$ cat src/rtl/lfsr_sched_pkg.sv
// Shared types, constants and the generator tap function for the LFSR scheduler.
package lfsr_sched_pkg;

    typedef enum logic [0:0] {
        IDLE  = 1'b0,
        BURST = 1'b1
    } state_e;

    // Word that forces the generator back to its seed once it has been handed out.
    localparam logic [63:0] TERM_WORD    = 64'h9C69_8321_9672_4182;
    localparam logic [63:0] DEFAULT_SEED = 64'hFFFF_FFFF_FFFF_FFFF;

    // One generator step for the fixed 64-bit tap set.
    function automatic logic [63:0] lfsr_step(input logic [63:0] q);
        return {q[62] ^ q[61], q[61] ^ q[60], q[60] ^ q[59], q[59] ^ q[58], q[58:0], q[63]};
    endfunction

endpackage

$ cat src/rtl/lfsr64_core.sv
// 64-bit generator register: loads, steps, and reloads the seed after the terminal word.
module lfsr64_core
    import lfsr_sched_pkg::*;
#(
    parameter logic [63:0] SEED = DEFAULT_SEED
) (
    input  logic        clock,
    input  logic        reset,
    input  logic        step_en,
    input  logic        load_en,
    input  logic [63:0] load_val,
    output logic [63:0] q,
    output logic        term
);

    logic [63:0] q_d;
    logic [63:0] q_q;

    // Next generator value: an explicit load wins, otherwise step (or reload after the terminal word).
    always_comb begin
        q_d = q_q;
        if (load_en) begin
            q_d = load_val;
        end else if (step_en) begin
            if (q_q == TERM_WORD) begin
                q_d = SEED;
            end else begin
                q_d = lfsr_step(q_q);
            end
        end else begin
            q_d = q_q;
        end
    end

    // Generator state register.
    always_ff @(posedge clock or posedge reset) begin
        if (reset) begin
            q_q <= SEED;
        end else begin
            q_q <= q_d;
        end
    end

    assign q    = q_q;
    assign term = (q_q == TERM_WORD);

endmodule

$ cat src/rtl/lfsr_rr_scheduler.sv
// Round-robin scheduler handing out bursts of generator words over a valid/ready channel.
module lfsr_rr_scheduler
    import lfsr_sched_pkg::*;
#(
    parameter int          NREQ      = 4,
    parameter int          WIDTH     = 64,
    parameter int          BURST_MAX = 8,
    parameter int          LENW      = 4,
    parameter logic [63:0] SEED      = DEFAULT_SEED
) (
    input  logic                   clock,
    input  logic                   reset,
    input  logic [NREQ-1:0]        req,
    input  logic [NREQ*LENW-1:0]   burst_len,
    output logic [NREQ-1:0]        gnt,
    output logic                   rd_valid,
    input  logic                   rd_ready,
    output logic [WIDTH-1:0]       rd_data,
    output logic                   rd_last,
    input  logic                   seed_load,
    input  logic [WIDTH-1:0]       seed_value,
    output logic                   busy,
    output logic [15:0]            wrap_count
);

    localparam int IW = (NREQ > 1) ? $clog2(NREQ) : 1;

    state_e            state_q, state_d;
    logic [NREQ-1:0]   gnt_q, gnt_d;
    logic              valid_q, valid_d;
    logic              last_q, last_d;
    logic              busy_q, busy_d;
    logic [IW-1:0]     rr_q, rr_d;
    logic [IW-1:0]     owner_q, owner_d;
    logic [LENW-1:0]   beats_q, beats_d;
    logic [15:0]       wrap_q, wrap_d;

    logic              pick_found_s;
    logic [IW-1:0]     pick_idx_s;
    logic [IW:0]       sum_s;
    logic [LENW-1:0]   raw_len_s;
    logic [LENW-1:0]   pick_len_s;
    logic              accept_s;
    logic              load_en_s;
    logic [63:0]       load_val_s;
    logic [63:0]       gen_q_s;
    logic              term_s;

    assign accept_s   = valid_q & rd_ready;
    assign load_en_s  = (state_q == IDLE) & seed_load;
    // An all-zero seed would lock the generator up, so it is replaced by the default seed.
    assign load_val_s = (seed_value == 64'd0) ? SEED : seed_value;

    lfsr64_core #(.SEED(SEED)) u_core (
        .clock    (clock),
        .reset    (reset),
        .step_en  (accept_s),
        .load_en  (load_en_s),
        .load_val (load_val_s),
        .q        (gen_q_s),
        .term     (term_s)
    );

    // Find the first requesting index at or after the round-robin pointer, wrapping modulo NREQ.
    always_comb begin
        pick_found_s = 1'b0;
        pick_idx_s   = '0;
        sum_s        = '0;
        for (int k = 0; k < NREQ; k++) begin
            sum_s = {1'b0, rr_q} + (IW+1)'(k);
            if (sum_s >= (IW+1)'(NREQ)) begin
                sum_s = sum_s - (IW+1)'(NREQ);
            end else begin
                sum_s = sum_s;
            end
            if (!pick_found_s && req[sum_s[IW-1:0]]) begin
                pick_found_s = 1'b1;
                pick_idx_s   = sum_s[IW-1:0];
            end else begin
                pick_found_s = pick_found_s;
            end
        end
    end

    // Burst length of the picked requester: zero means one word, oversize is clamped.
    always_comb begin
        raw_len_s = burst_len[int'(pick_idx_s)*LENW +: LENW];
        if (raw_len_s == LENW'(0)) begin
            pick_len_s = LENW'(1);
        end else if (raw_len_s > LENW'(BURST_MAX)) begin
            pick_len_s = LENW'(BURST_MAX);
        end else begin
            pick_len_s = raw_len_s;
        end
    end

    // Scheduler next-state: grant in IDLE, count accepted beats in BURST, release and advance pointer.
    always_comb begin
        state_d = state_q;
        gnt_d   = gnt_q;
        valid_d = valid_q;
        last_d  = last_q;
        rr_d    = rr_q;
        owner_d = owner_q;
        beats_d = beats_q;
        case (state_q)
            IDLE: begin
                if (seed_load) begin
                    state_d = IDLE;
                end else if (pick_found_s) begin
                    state_d = BURST;
                    gnt_d   = NREQ'(1) << pick_idx_s;
                    valid_d = 1'b1;
                    last_d  = (pick_len_s == LENW'(1));
                    owner_d = pick_idx_s;
                    beats_d = pick_len_s;
                end else begin
                    state_d = IDLE;
                end
            end
            BURST: begin
                if (accept_s) begin
                    if (beats_q == LENW'(1)) begin
                        state_d = IDLE;
                        gnt_d   = '0;
                        valid_d = 1'b0;
                        last_d  = 1'b0;
                        beats_d = '0;
                        if (owner_q == IW'(NREQ - 1)) begin
                            rr_d = '0;
                        end else begin
                            rr_d = owner_q + IW'(1);
                        end
                    end else begin
                        beats_d = beats_q - LENW'(1);
                        last_d  = (beats_q == LENW'(2));
                    end
                end else begin
                    state_d = BURST;
                end
            end
            default: begin
                state_d = IDLE;
                gnt_d   = '0;
                valid_d = 1'b0;
                last_d  = 1'b0;
            end
        endcase
        busy_d = (state_d == BURST);
    end

    // Wrap counter: counts accepted terminal words, saturating.
    always_comb begin
        if (accept_s && term_s && (wrap_q != 16'hFFFF)) begin
            wrap_d = wrap_q + 16'd1;
        end else begin
            wrap_d = wrap_q;
        end
    end

    // Scheduler FSM and registered outputs.
    always_ff @(posedge clock or posedge reset) begin
        if (reset) begin
            state_q <= IDLE;
            gnt_q   <= '0;
            valid_q <= 1'b0;
            last_q  <= 1'b0;
            busy_q  <= 1'b0;
            rr_q    <= '0;
            owner_q <= '0;
            beats_q <= '0;
            wrap_q  <= 16'd0;
        end else begin
            state_q <= state_d;
            gnt_q   <= gnt_d;
            valid_q <= valid_d;
            last_q  <= last_d;
            busy_q  <= busy_d;
            rr_q    <= rr_d;
            owner_q <= owner_d;
            beats_q <= beats_d;
            wrap_q  <= wrap_d;
        end
    end

    assign gnt        = gnt_q;
    assign rd_valid   = valid_q;
    assign rd_last    = last_q;
    assign rd_data    = gen_q_s;
    assign busy       = busy_q;
    assign wrap_count = wrap_q;

endmodule

$ cat config.mk
export PLATFORM = sky130hd
export DESIGN_NAME = lfsr_rr_scheduler
export DESIGN_NICKNAME = d
export VERILOG_FILES = /design/src/rtl/lfsr_sched_pkg.sv /design/src/rtl/lfsr64_core.sv /design/src/rtl/lfsr_rr_scheduler.sv
export SDC_FILE = /design/constraint.sdc
export NUM_CORES = 1
export LEC_CHECK = 0
export ABC_AREA = 1
export ABC_CLOCK_PERIOD_IN_PS = 6700
export CAP_MARGIN = 30
export CORE_MARGIN = 5
export CORE_UTILIZATION = 40
export CTS_BUF_LIST = sky130_fd_sc_hd__clkbuf_4
export CTS_CLUSTER_SIZE = 10
export DETAILED_ROUTE_END_ITERATION = 10
export GPL_TIMING_DRIVEN = 1
export MAX_ROUTING_LAYER = met4
export PLACE_DENSITY = 0.69
export SYNTH_ARGS = -nofsm -noshare
export SYNTH_HDL_FRONTEND = slang
export SYNTH_SLANG_ARGS = --single-unit
$ cat constraint.sdc
create_clock -name clock -period 6.7 [get_ports clock]
set_input_delay 1.34 -clock clock [delete_from_list [all_inputs] [get_ports clock]]
set_output_delay 1.34 -clock clock [all_outputs]
set_load 0.05 [all_outputs]
==> After elaboration in Yosys (flattened, before gate mapping) <==
Index checks and enable logic that the tools add are counted.
{ "totals": {"wordCells": 115, "out_inout_bits": 87, "inputBits": 88, "reg_bits": 95} }
{ "op_classes": {"addsub": 10, "bitwise_logic": 8, "muxes": 52, "order_cmp": 9, "n_eq_ne": 10, "n_reduce_logical": 15, "shift": 2} }
{ "op_table": {"columns": ["cell", "n"], "rows": [
  ["$mux W64", 4],
  ["$eq A64 B64 Y1 const B", 1],
  ["$logic_not A64 Y1", 1],
  ["$mux W4", 10],
  ["$mux W1", 20],
  ["$mux W2", 9],
  ["$add A16 B1 Y16 const B", 1],
  ["$ne A16 B16 Y1 const B", 1],
  ["$pmux W4 S2", 2],
  ["$shiftx A16 B5 Y4", 1],
  ["$lt A2 B3 Y1 const B", 4],
  ["$ge A3 B3 Y1 const B", 3],
  ["$reduce_and A3 Y1", 3],
  ["$bmux W1 S2", 4],
  ["$eq A4 B1 Y1 const B", 2],
  ["$sub A2 B1 Y2 const B", 4],
  ["$add A2 B2 Y3 const B", 2],
  ["$pmux W1 S2", 3],
  ["$logic_and A1 B1 Y1", 5],
  ["$eq A4 B2 Y1 const B", 1],
  ["$gt A4 B4 Y1 const B", 1],
  ["$logic_not A4 Y1", 1],
  ["$ne A2 B1 Y1 const B", 2],
  ["$ne A2 B2 Y1 const B", 2],
  ["12 further kinds", 19]
]} }

==> Longest topological paths before layout <==
Gate-level depths: netlist of run 1.
{ "logic_depth": {"ltp_word": 22, "depth_mapped": 20, "depth_no_buf": 18} }

==> Modules after synthesis <==
A second synthesis of run 1 with hierarchy kept.
{ "unflattened": {"hier_cells": 984, "hier_area_um2": 6521.3} }
{ "modules_own_cells": {"columns": ["mod", "seq_area_each_um2", "cells_per_inst", "area_each_um2", "instances"], "rows": [
  ["lfsr64_core", 1681.6, 554, 3853.7, 1],
  ["lfsr_rr_scheduler", 775.7, 430, 2667.6, 1]
]} }

==> Least setup slack after synthesis of run 1 <==
OpenSTA, ideal clock, no wires.
{ "synth_path": {"path_type": "input to register", "startpoint": "input req[3]", "endpoint": "register beats_q[0]", "stages": 17, "t_arrival_ns": 2.582, "path_slack_ns": 4.005, "n_path_buf": 1, "required_ns": 6.587, "setup_ns": 0.113, "path_cell_list": "inv_1 > nand2_1 > nand3_2 > nand2_2 > nor2_8 > nand3_4 > nand3_2 > buf_6 > nand2_1 > nand2_1 > nand2_1 > nand2_1 > nor2_1 > nand2_1 > nand3_1 > nand2_1 > inv_1"} }
{ "synth_between": {"elab_chain_cells": 19, "elab_cells_between_ends": 32, "cone_classes": "order compare (1); eq/ne (1); shift (1); mux (21); reduce/logical (8)"} }
{ "synth_rtl": {"columns": ["item", "line", "rtl"], "rows": [
  ["start: declaration", "lfsr_rr_scheduler.sv:13", "input logic [NREQ-1:0] req,"],
  ["$bmux W1 S2", "lfsr_rr_scheduler.sv:76", "if (!pick_found_s && req[sum_s[IW-1:0]]) begin"],
  ["$mux W1 (implied by the code)", "lfsr_rr_scheduler.sv:76", null],
  ["$mux W1", "lfsr_rr_scheduler.sv:76", null],
  ["$logic_not A1 Y1", "lfsr_rr_scheduler.sv:76", null],
  ["$logic_and A1 B1 Y1", "lfsr_rr_scheduler.sv:76", null],
  ["$mux W1", "lfsr_rr_scheduler.sv:76", null],
  ["$logic_not A1 Y1", "lfsr_rr_scheduler.sv:76", null],
  ["$logic_and A1 B1 Y1", "lfsr_rr_scheduler.sv:76", null],
  ["(+3 left out)", null, null],
  ["$mux W2", "lfsr_rr_scheduler.sv:76", null],
  ["$shiftx A16 B5 Y4", "lfsr_rr_scheduler.sv:87", "raw_len_s = burst_len[int'(pick_idx_s)*LENW +: LENW];"],
  ["$gt A4 B4 Y1", "lfsr_rr_scheduler.sv:90", "end else if (raw_len_s > LENW'(BURST_MAX)) begin"],
  ["$mux W4", "lfsr_rr_scheduler.sv:90", null],
  ["$mux W4", "lfsr_rr_scheduler.sv:88", "if (raw_len_s == LENW'(0)) begin"],
  ["$mux W4", "lfsr_rr_scheduler.sv:110", "end else if (pick_found_s) begin"],
  ["$mux W4", "lfsr_rr_scheduler.sv:108", "if (seed_load) begin"],
  ["$pmux W4 S2", "lfsr_rr_scheduler.sv:106", "case (state_q)"],
  ["end signal: assignment", "lfsr_rr_scheduler.sv:181", "beats_q <= beats_d;"],
  ["end: declaration", "lfsr_rr_scheduler.sv:35", "logic [LENW-1:0] beats_q, beats_d;"]
]} }
Parallel ways exist; a longest one is shown, timed or not. The select of a mux whose other input is x is not followed.
A chain may end at the register's enable or synchronous reset.

==> Worst setup path after layout of run 1 <==
{ "layout_path": {"startpoint": "input seed_value[32]", "endpoint": "register u_core.q_q[27], in the netlist u_core.q[27]"} }
{ "layout_between": {"elab_chain_cells": 3} }
{ "layout_rtl": {"columns": ["item", "line", "rtl"], "rows": [
  ["start: declaration", "lfsr_rr_scheduler.sv:21", "input logic [WIDTH-1:0] seed_value,"],
  ["$logic_not A64 Y1", "lfsr_rr_scheduler.sv:52", "assign load_val_s = (seed_value == 64'd0) ? SEED : seed_value;"],
  ["$mux W64", "lfsr_rr_scheduler.sv:52", null],
  ["$mux W64", "lfsr64_core.sv:22", "if (load_en) begin"],
  ["end signal: assignment", "lfsr64_core.sv:40", "q_q <= q_d;"],
  ["end: declaration", "lfsr64_core.sv:17", "logic [63:0] q_q;"]
]} }
Every way passes these cells.

==> metrics.txt, run 1 <==
RD Place Congestion=0.8618; final setup fails=0; asr flop ratio synth=100.0%; DIE HEIGHT=133.7 um; DP Cell Count=1214; area grow syn2layout=33.24%; Total Wirelength=18.50 mm; Num CTS Buffers=9; antenna viol nets, final=0; crit path max fanout=34; main combinational cell family by area after synthesis=simple AND/OR/NAND/NOR gates; Starting Density=40.53%; worst slew pin tran=0.8212 ns; DRC=0; post-synthesis adder-cell area fraction=1.432%; Layout Skew=0.01783 ns; reg2reg start=u_core.q[59]$_DFFE_PP1P_; Synth top area share=27.50%; Total GRT Usage=21.48%; Startpoint Class=primary input; CP required=7.08 ns; Clock transition at path regs=0.14 ns; first-pass GRT wire length=30.68 mm; register area share after synthesis=40.18%; postcts setup bufs=0; die area=0.01786 mm^2; top-count cell post-synth=nand2_1; post-CTS sizing=0; buffer and inverter count on the worst path=2; cell area after synthesis=0.006116 mm^2; type of the worst min-delay path=reg -> reg; CTS tree=done; top cells by area, synth=dfstp_2 27%, nand2_1 19%, dfrtp_1 13%; IO Count=175; XOR/XNOR Fraction of Synth Area=2.148%; grt ovf=0; cells on worst reg2reg path=7; RSZ-0062 raised after global routing=false; Slowest cell on crit path=nand3_2; hold endpoint=gnt[1]$_DFFE_PP0P_; Slew headroom=45.25%; clock sink count=95; share of cells above drive strength 1=11.90%; cell family with most CP delay=simple AND/OR/NAND/NOR gates; worst setup path category=in -> reg; Setup TNS=0 ns; number of diodes=0; Slew Limit Fails=0; drt first pass iters=4; hold path depth=2; fin crit period=4.148 ns; post-detail-place hpwl=13.21 mm; Max IR drop VDD=0.07776 mV; YS warnings=0; mux contribution to synthesized area=0%; FF+latch count, synth=95; Max clock buf depth=2; post-synthesis simple-gate area fraction=37.58%; PwrDens=145.9 mW/mm^2; Yosys top cell by area=dfstp_2; top cells by instance count after synthesis=313 x nand2_1, 124 x inv_1, 64 x dfstp_2; Die Wd=133.7 um; largest net degree at the start of global routing=67; final hold vios=0; final worst path period share=61.90%; fin util=54.01%; Gate Count Post-Synth=878; clk_lat worst skew=0.47 ns; hold_sp=gnt[1]$_DFFE_PP0P_; Post-synth EDFFs=0; post-synthesis compound-gate area fraction=8.286%; setup slack, reg-to-reg=4.20 ns; Post-CTS Hold Buffers=0; initial antenna violation count=0; crit path DAT=4.53 ns; Reg-to-Reg End=wrap_count[11]$_DFFE_PP0P_; clock root buffer=clkbuf_4; vias per inst=5.072; Core ar.=0.01509 mm^2; # Max-Cap Violations=0; Max Freq=241.1 MHz; htree depth=3; Layout Cells excl Fill=1230; worst-path cell chain=clkdlybuf4s50_1, nor4_1, nand4_1, nor4_1, nand3_2, buf_4, nand2_1, nand2_1, o211ai_1; status=complete, no violations; num rows=45; LEAKAGE=3.750 nW; top_reg_cell synth=dfstp_2; drt wl/cell=15.04 um; Largest stage delay, worst path=0.69 ns; Post-Syn Nets=973; crit end category=flop; Unique masters post-synth=35; Port Buf Inserts=174; vias in the first global route=6107; mean area per synthesized cell=6.966 um^2; initial drt markers=454; routed via count=6239; Final nets=1132
-- through the flow --
stage	setup WS [ns]	area, um^2	hold WS [ns]	power [mW]
floorplan	2.989	6116	0.4570	0.7913
global placement	2.018	8033	0.4668	0.9085
detailed placement	2.085	8033	0.4689	0.9100
CTS	2.570	8149	0.5020	1.205
global route	2.444	8149	0.5319	1.252
finish	2.552	8149	0.4994	1.189
-- cells in the final DEF (no fill, tap or decap), types with 12 or more instances in the layout --
cell type        instances
nand2_1                313
nand4_1                 33
o211ai_1                16
dfstp_2                 64
nand2_2                 12
nor4_1                  22
o21ai_0                 58
nor2_1                  33
nand3_1                 62
dfrtp_1                 31
clkdlybuf4s50_1        174
inv_1                  123
-- flip-flops by register name, summed over array words and instances (netlist names) --
register	cells
gnt	4
beats_q	4
u_core.q	64
rr_q	2
owner_q	2
rd_valid	1
wrap_count	16
rd_last	1
busy	1
-- logic make-up (layout without fill, tap and decap cells) --
family / Yosys count / after routing
compound gates: 89 / 89
xor+xnor: 15 / 15
fa+ha+maj: 7 / 7
buf+inv: 163 / 327
flops: 95 / 95
simple gates: 509 / 509
-- area by class of cell --
class | instances | area (um^2)
inverter | 131 | 501.7
sequential | 95 | 2457
clock inverter | 5 | 33.78
tap | 188 | 235.2
clock buffer | 11 | 82.58
timing repair buffer | 180 | 1787
multi-input combinational | 620 | 3052
fill | 1509 | 6940
-- worst max-delay path by stage --
stage / startpoint / endpoint / slack, ns / cells after the start
finish: seed_value[32] / u_core.q[27]$_DFFE_PP1P_ / 2.55 / 9
global route: seed_value[33] / u_core.q[27]$_DFFE_PP1P_ / 2.44 / 9
CTS: seed_value[32] / u_core.q[27]$_DFFE_PP1P_ / 2.57 / 9
detailed placement: seed_value[32] / u_core.q[29]$_DFFE_PP1P_ / 2.09 / 9
global placement: seed_value[32] / u_core.q[13]$_DFFE_PP1P_ / 2.02 / 9
floorplan: reset / beats_q[0]$_DFFE_PP0P_ / 2.99 / 1
-- per-layer routing --
layer / vias to the layer above / track usage [%] / part of all wire (%)
met5: - / - / 0
met4: 0 / 4.229 / 1.4
met3: 19 / 6.458 / 7.2
met2: 183 / 33.47 / 45
met1: 2900 / 27.98 / 46
li1: 3137 / - / -
-- power breakdown --
part / switching (mW) / internal (mW)
logic: 0.155 / 0.110
clock network: 0.203 / 0.0849
registers: 0.0257 / 0.610
-- worst min-delay path, delay by kind of cell (launching register included) --
kind / cells / cell delay [ns]
AOI/OAI and AO/OA: 1 / 0.05
DFF: 1 / 0.37
and+or+nand+nor: 1 / 0.05
Power figures use the tool's default switching activity.
==> run 2, diff against run 1 <==
--- a/config.mk
+++ b/config.mk
@@ -6,7 +6,7 @@
 export NUM_CORES = 1
 export LEC_CHECK = 0
 export ABC_AREA = 1
-export ABC_CLOCK_PERIOD_IN_PS = 6700
+export ABC_CLOCK_PERIOD_IN_PS = 3560
 export CAP_MARGIN = 30
 export CORE_MARGIN = 5
 export CORE_UTILIZATION = 40
@@ -15,7 +15,7 @@
 export DETAILED_ROUTE_END_ITERATION = 10
 export GPL_TIMING_DRIVEN = 1
 export MAX_ROUTING_LAYER = met4
-export PLACE_DENSITY = 0.69
+export PLACE_DENSITY = 0.72
 export SYNTH_ARGS = -nofsm -noshare
 export SYNTH_HDL_FRONTEND = slang
 export SYNTH_SLANG_ARGS = --single-unit
==> constraint.sdc (replaced) <==
create_clock -name clock -period 3.56 [get_ports clock]
set_input_delay 0.712 -clock clock [delete_from_list [all_inputs] [get_ports clock]]
set_output_delay 0.712 -clock clock [all_outputs]
set_load 0.05 [all_outputs]
==> run 2 against run 1 <==
Effect of this change:
- power up 93%
- via count rose by 2.0%
- sequential power rose by 89%
- sequential share of layout area is 0.25 points lower
- final area is 0.84% higher
- global-route usage up 0.22 points
- critical endpoint is now rd_data[0]
- clock skew up 0.011 ns
- worst hold slack lost 0.0021 ns
- clock power is 110% higher
- die area unchanged
==> metrics.txt, run 2 (same netlist as run 1, synthesis figures left out) <==
Layout Skew=0.02874 ns (+0.01092 ns); cell family with most CP delay=buffers and inverters; num rows=45 (unchanged); initial drt markers=480 (+5.7%); Setup WS pre-CTS=0.4853 ns (-1.600 ns); RSZ-0062 raised after global routing=false; Largest stage delay, worst path=0.84 ns (+0.15 ns); Slowest cell on crit path=clkdlybuf4s50_1; DRC=0 (unchanged); CP required=2.85 ns (-4.23 ns); fin area=0.008218 mm^2 (+0.84%); Reg-to-Reg End=wrap_count[11]$_DFFE_PP0P_; clock root buffer=clkbuf_4; crit path max fanout=5 (-85%); final hold vios=0 (unchanged); reg2reg start=u_core.q[60]$_DFFE_PP1P_; Slew headroom=52.74% (+7.5 points); post-detail-place hpwl=13.59 mm (+2.9%); Post-CTS Hold Buffers=0 (unchanged); htree depth=3 (unchanged); Filler cells=1462 (-3.1%); # Max-Cap Violations=0 (unchanged); Port Buf Inserts=174 (unchanged); die area=0.01786 mm^2 (unchanged); Num CTS Buffers=9 (unchanged); clock sink count=95 (unchanged); total power=2.295 mW (+93%); share of cells above drive strength 1=12.21% (+0.31 points); Final nets=1138 (+0.53%); final setup fails=0 (unchanged); routed via count=6363 (+2.0%); crit path DAT=1.95 ns (-2.58 ns); drt first pass iters=5 (+1); RD Place Congestion=0.8847 (+2.7%); most common cell after layout, fill and taps aside=nand2_1; vias in the first global route=6138 (+0.51%); buffer and inverter count on the worst path=1 (-1); hold_sp=u_core.q[51]$_DFFE_PP1P_; grt ovf=0 (unchanged); antenna viol nets, final=0 (unchanged); vias per inst=5.144 (+1.4%); commonest cells after routing, fill and taps aside=313 x nand2_1, 174 x clkdlybuf4s50_1, 123 x inv_1, 64 x dfstp_2, 62 x nand3_1; drt wl/cell=15.13 um (+0.61%); fin crit period=2.664 ns; worst slew pin tran=0.7089 ns (-0.1123 ns); worst setup path category=reg -> out; type of the worst min-delay path=reg -> reg; Core ar.=0.01509 mm^2 (unchanged); clk_lat worst skew=0.50 ns (+0.03 ns); Slew Limit Fails=0 (unchanged); final worst path period share=74.83%; max reg flops=64 (unchanged); Post-DP Area=0.008084 mm^2 (+0.64%); Max IR drop VDD=0.1360 mV (+75%); Max Freq=375.4 MHz; crit end category=output port; post-CTS sizing=0 (unchanged); setup slack, reg-to-reg=0.95 ns (-3.25 ns); first-pass GRT wire length=30.88 mm (+0.65%); initial antenna violation count=1 (+1); PwrDens=279.3 mW/mm^2 (+91%); hold path depth=2 (unchanged); postcts setup bufs=0 (unchanged); Max clock buf depth=2 (unchanged); WL met2=8.568 mm (+2.1%); IO Count=175 (unchanged); Multi-input gate area=0.003047 mm^2 (-0.16%); Clock transition at path regs=0.17 ns (+0.03 ns); Total Wirelength=18.71 mm (+1.2%); DR top layer=met4; worst-path cell chain=clkdlybuf4s50_1; cells on worst reg2reg path=7 (unchanged); met3 wire len=1.313 mm (-0.98%); Final WS setup=0.8961 ns (-1.656 ns); M1 WL=8.592 mm (+0.85%); DIE HEIGHT=133.7 um (unchanged); Sequential cell area=0.002457 mm^2 (unchanged); hold endpoint=u_core.q[52]$_DFFE_PP1P_; Setup TNS=0 ns (unchanged); LEAKAGE=3.792 nW (+1.1%); CP Launch Point=u_core.q[0]$_DFFE_PP1P_; area grow syn2layout=34.37%; Starting Density=40.53% (unchanged); Startpoint Class=flop; status=complete, no violations; Total GRT Usage=21.70% (+0.22 points); Crit path depth=1 (-8); largest net degree at the start of global routing=65 (-3.0%); CTS tree=done; Die Wd=133.7 um (unchanged)
-- run 2: how the worst max path moves through the flow --
stage                           endpoint
2_1_floorplan     beats_q[0]$_DFFE_PP0P_
3_3_place_gp     u_core.q[8]$_DFFE_PP1P_
3_5_place_dp    u_core.q[22]$_DFFE_PP1P_
4_1_cts                      rd_data[16]
5_1_grt        wrap_count[9]$_DFFE_PP0P_
6_report                      rd_data[0]
-- run 2: power breakdown --
group,internal [mW],switching (mW),total [mW]
sequential,1.15,0.0474,1.20
combinational,0.209,0.292,0.501
clock,0.208,0.390,0.598
total,1.57,0.729,2.30
-- run 2: stage by stage --
stage / utilization, % / hold slack [ns] / instances
2_1_floorplan: - / 0.4570 / 878
3_3_place_gp: 53.57 / 0.4738 / 1220
3_5_place_dp: 53.57 / 0.4833 / 1220
4_1_cts: 54.44 / 0.4935 / 1236
5_1_grt: 54.46 / 0.5076 / 1237
6_report: 54.46 / 0.4973 / 1237
-- run 2: layout make-up --
cell class                      count  share of cell area (%)
Tap cell                          188                   2.862
Timing Repair Buffer              186                   22.44
Sequential cell                    95                   29.90
Inverter                          131                   6.090
Multi-Input combinational cell    620                   37.07
Clock buffer                        9                  0.8222
Clock inverter                      7                  0.7765
Antenna cell                        1                 0.03045
-- run 2: tightest hold or removal path: stages (launching register included) --
cell	delay, ns
dfstp_2	0.41
nand2_1	0.06
nand3_1	0.07
-- run 2: routing by layer --
metal | up-vias | global-route usage, %
li1 | 3153 | -
met1 | 2968 | 28.63
met2 | 222 | 33.69
met3 | 20 | 5.287
met4 | 0 | 5.543
met5 | - | -
==> run 3, diff against run 2 <==
--- a/config.mk
+++ b/config.mk
@@ -6,7 +6,7 @@
 export NUM_CORES = 1
 export LEC_CHECK = 0
 export ABC_AREA = 1
-export ABC_CLOCK_PERIOD_IN_PS = 3560
+export ABC_CLOCK_PERIOD_IN_PS = 2400
 export CAP_MARGIN = 30
 export CORE_MARGIN = 5
 export CORE_UTILIZATION = 40
==> constraint.sdc (replaced) <==
create_clock -name clock -period 2.4 [get_ports clock]
set_input_delay 0.48 -clock clock [delete_from_list [all_inputs] [get_ports clock]]
set_output_delay 0.48 -clock clock [all_outputs]
set_load 0.05 [all_outputs]
==> run 3 against run 2 <==
Effect of this change:
- wire length grew 0.48%
- utilization grew 0.96 points
- final cell count is 1.3% higher
- critical endpoint is now rd_data[7]
- worst hold slack worse by 0.0037 ns
- critical path type unchanged
==> metrics.txt, run 3 (same netlist as run 1, synthesis figures left out) <==
total power=3.421 mW (+49%); number of diodes=0 (-1); routed via count=6371 (+0.13%); Layout Skew=0.02536 ns (-0.003380 ns); DIE HEIGHT=133.7 um (unchanged); vias per inst=5.085 (-1.2%); final hold vios=0 (unchanged); fin crit period=2.330 ns; cells on worst reg2reg path=10 (+3); cell family with most CP delay=buffers and inverters; Slew Limit Fails=0 (unchanged); Starting Density=40.53% (unchanged); CP required=1.92 ns (-0.93 ns); crit end category=output port; final worst path period share=97.09%; die area=0.01786 mm^2 (unchanged); Max Freq=429.2 MHz; RD Place Congestion=0.8943 (+1.1%); clock sink count=95 (unchanged); setup slack, reg-to-reg=0.17 ns (-0.78 ns); first-pass GRT wire length=31.01 mm (+0.40%); htree depth=3 (unchanged); area grow syn2layout=36.74%; drt wl/cell=15.01 um (-0.81%); Final nets=1155 (+1.5%); type of the worst min-delay path=in -> async; clk_lat worst skew=0.49 ns (about the same); Crit path depth=1 (unchanged); DRC=0 (unchanged); initial antenna violation count=0 (-1); Num CTS Buffers=9 (unchanged); vias in the first global route=6175 (+0.60%); crit path DAT=1.85 ns (-0.10 ns); PwrDens=409.1 mW/mm^2 (+46%); IO Count=175 (unchanged); post-detail-place hpwl=13.84 mm (+1.8%); worst setup path category=reg -> out; crit path max fanout=3 (-2); most common cell after layout, fill and taps aside=nand2_1; Startpoint Class=flop; CTS tree=done; status=complete, no violations; Total GRT Usage=21.71% (about the same); # Max-Cap Violations=0 (unchanged); Multi-input gate area=0.003069 mm^2 (+0.74%); LEAKAGE=4.223 nW (+11%); share of cells above drive strength 1=14.84% (+2.6 points); Slowest cell on crit path=clkdlybuf4s50_1; RSZ-0062 raised after global routing=true; antenna viol nets, final=0 (unchanged); Total Wirelength=18.80 mm (+0.48%); drt first pass iters=5 (unchanged); clock root buffer=clkbuf_4; worst slew pin tran=0.5872 ns (-0.1217 ns); Hold WS=0.4936 ns (-0.003723 ns); Clock transition at path regs=0.14 ns (-0.03 ns); num rows=45 (unchanged); Max IR drop VDD=0.3924 mV (+190%); initial drt markers=384 (-20%); reg2reg start=u_core.q[48]$_DFFE_PP1P_; Max clock buf depth=2 (unchanged); max reg flops=64 (unchanged); largest net degree at the start of global routing=96 (+48%); commonest cells after routing, fill and taps aside=313 x nand2_1, 122 x inv_1, 108 x clkdlybuf4s50_1, 64 x dfstp_2, 62 x nand3_1; final setup fails=0 (unchanged); Sequential cell area=0.002459 mm^2 (about the same); worst-path cell chain=clkdlybuf4s50_1; Die Wd=133.7 um (unchanged); buffer and inverter count on the worst path=1 (unchanged); Reg-to-Reg End=wrap_count[9]$_DFFE_PP0P_; postcts setup bufs=0 (unchanged); Largest stage delay, worst path=0.82 ns (-0.02 ns); Filler cells=1443 (-1.3%); Core ar.=0.01509 mm^2 (unchanged); Slew headroom=60.81% (+8.1 points); Post-CTS Hold Buffers=0 (unchanged); Port Buf Inserts=174 (unchanged); grt ovf=0 (unchanged)
-- run 3: power by group --
group | internal [mW] | total (mW) | switching, mW
clock | 0.342 | 0.920 | 0.579
combinational | 0.290 | 0.730 | 0.440
sequential | 1.70 | 1.77 | 0.0669
total | 2.34 | 3.42 | 1.09
-- run 3: through the flow --
step	instances	setup TNS [ns]	setup WS, ns	util, %	area (um^2)
after floorplan	878	0	0.2494	-	6120
final	1253	0	0.06987	55.42	8363
after global placement	1237	-6.164	-0.1439	54.55	8232
after detailed placement	1237	-11.72	-0.2388	54.55	8232
after CTS	1253	0	0.0009743	55.12	8317
after global routing	1253	-0.04323	-0.03076	55.42	8363
-- run 3: worst max-delay path by stage --
| stage | start | to | slack [ns] |
|---|---|---|---|
| 5_1_grt | u_core.q[48]$_DFFE_PP1P_ | wrap_count[4]$_DFFE_PP0P_ | -0.03 |
| 2_1_floorplan | u_core.q[59]$_DFFE_PP1P_ | wrap_count[11]$_DFFE_PP0P_ | 0.25 |
| 3_5_place_dp | seed_value[32] | u_core.q[32]$_DFFE_PP1P_ | -0.24 |
| 3_3_place_gp | seed_value[32] | u_core.q[29]$_DFFE_PP1P_ | -0.14 |
| 6_report | u_core.q[7]$_DFFE_PP1P_ | rd_data[7] | 0.07 |
| 4_1_cts | u_core.q[56]$_DFFE_PP1P_ | rd_data[56] | 0.001 |
-- run 3: layout make-up --
type	instances	share of cell area, %
Timing Repair Buffer	203	23.40
Tap cell	188	2.813
Multi-Input combinational cell	620	36.70
Inverter	131	6.014
Clock inverter	5	0.6882
Sequential cell	95	29.40
Clock buffer	11	0.9874
-- run 3: timing repair --
item                       in CTS  in global routing
gates resized for setup        50                 18
pin swaps                       0                  1
setup endpoints to repair      49                 55
-- run 3: routing by layer --
metal	track usage, %	wire (um)
met1	27.93	8444
met2	34.06	8632
met4	4.286	257
met3	6.760	1468
met5	-	0
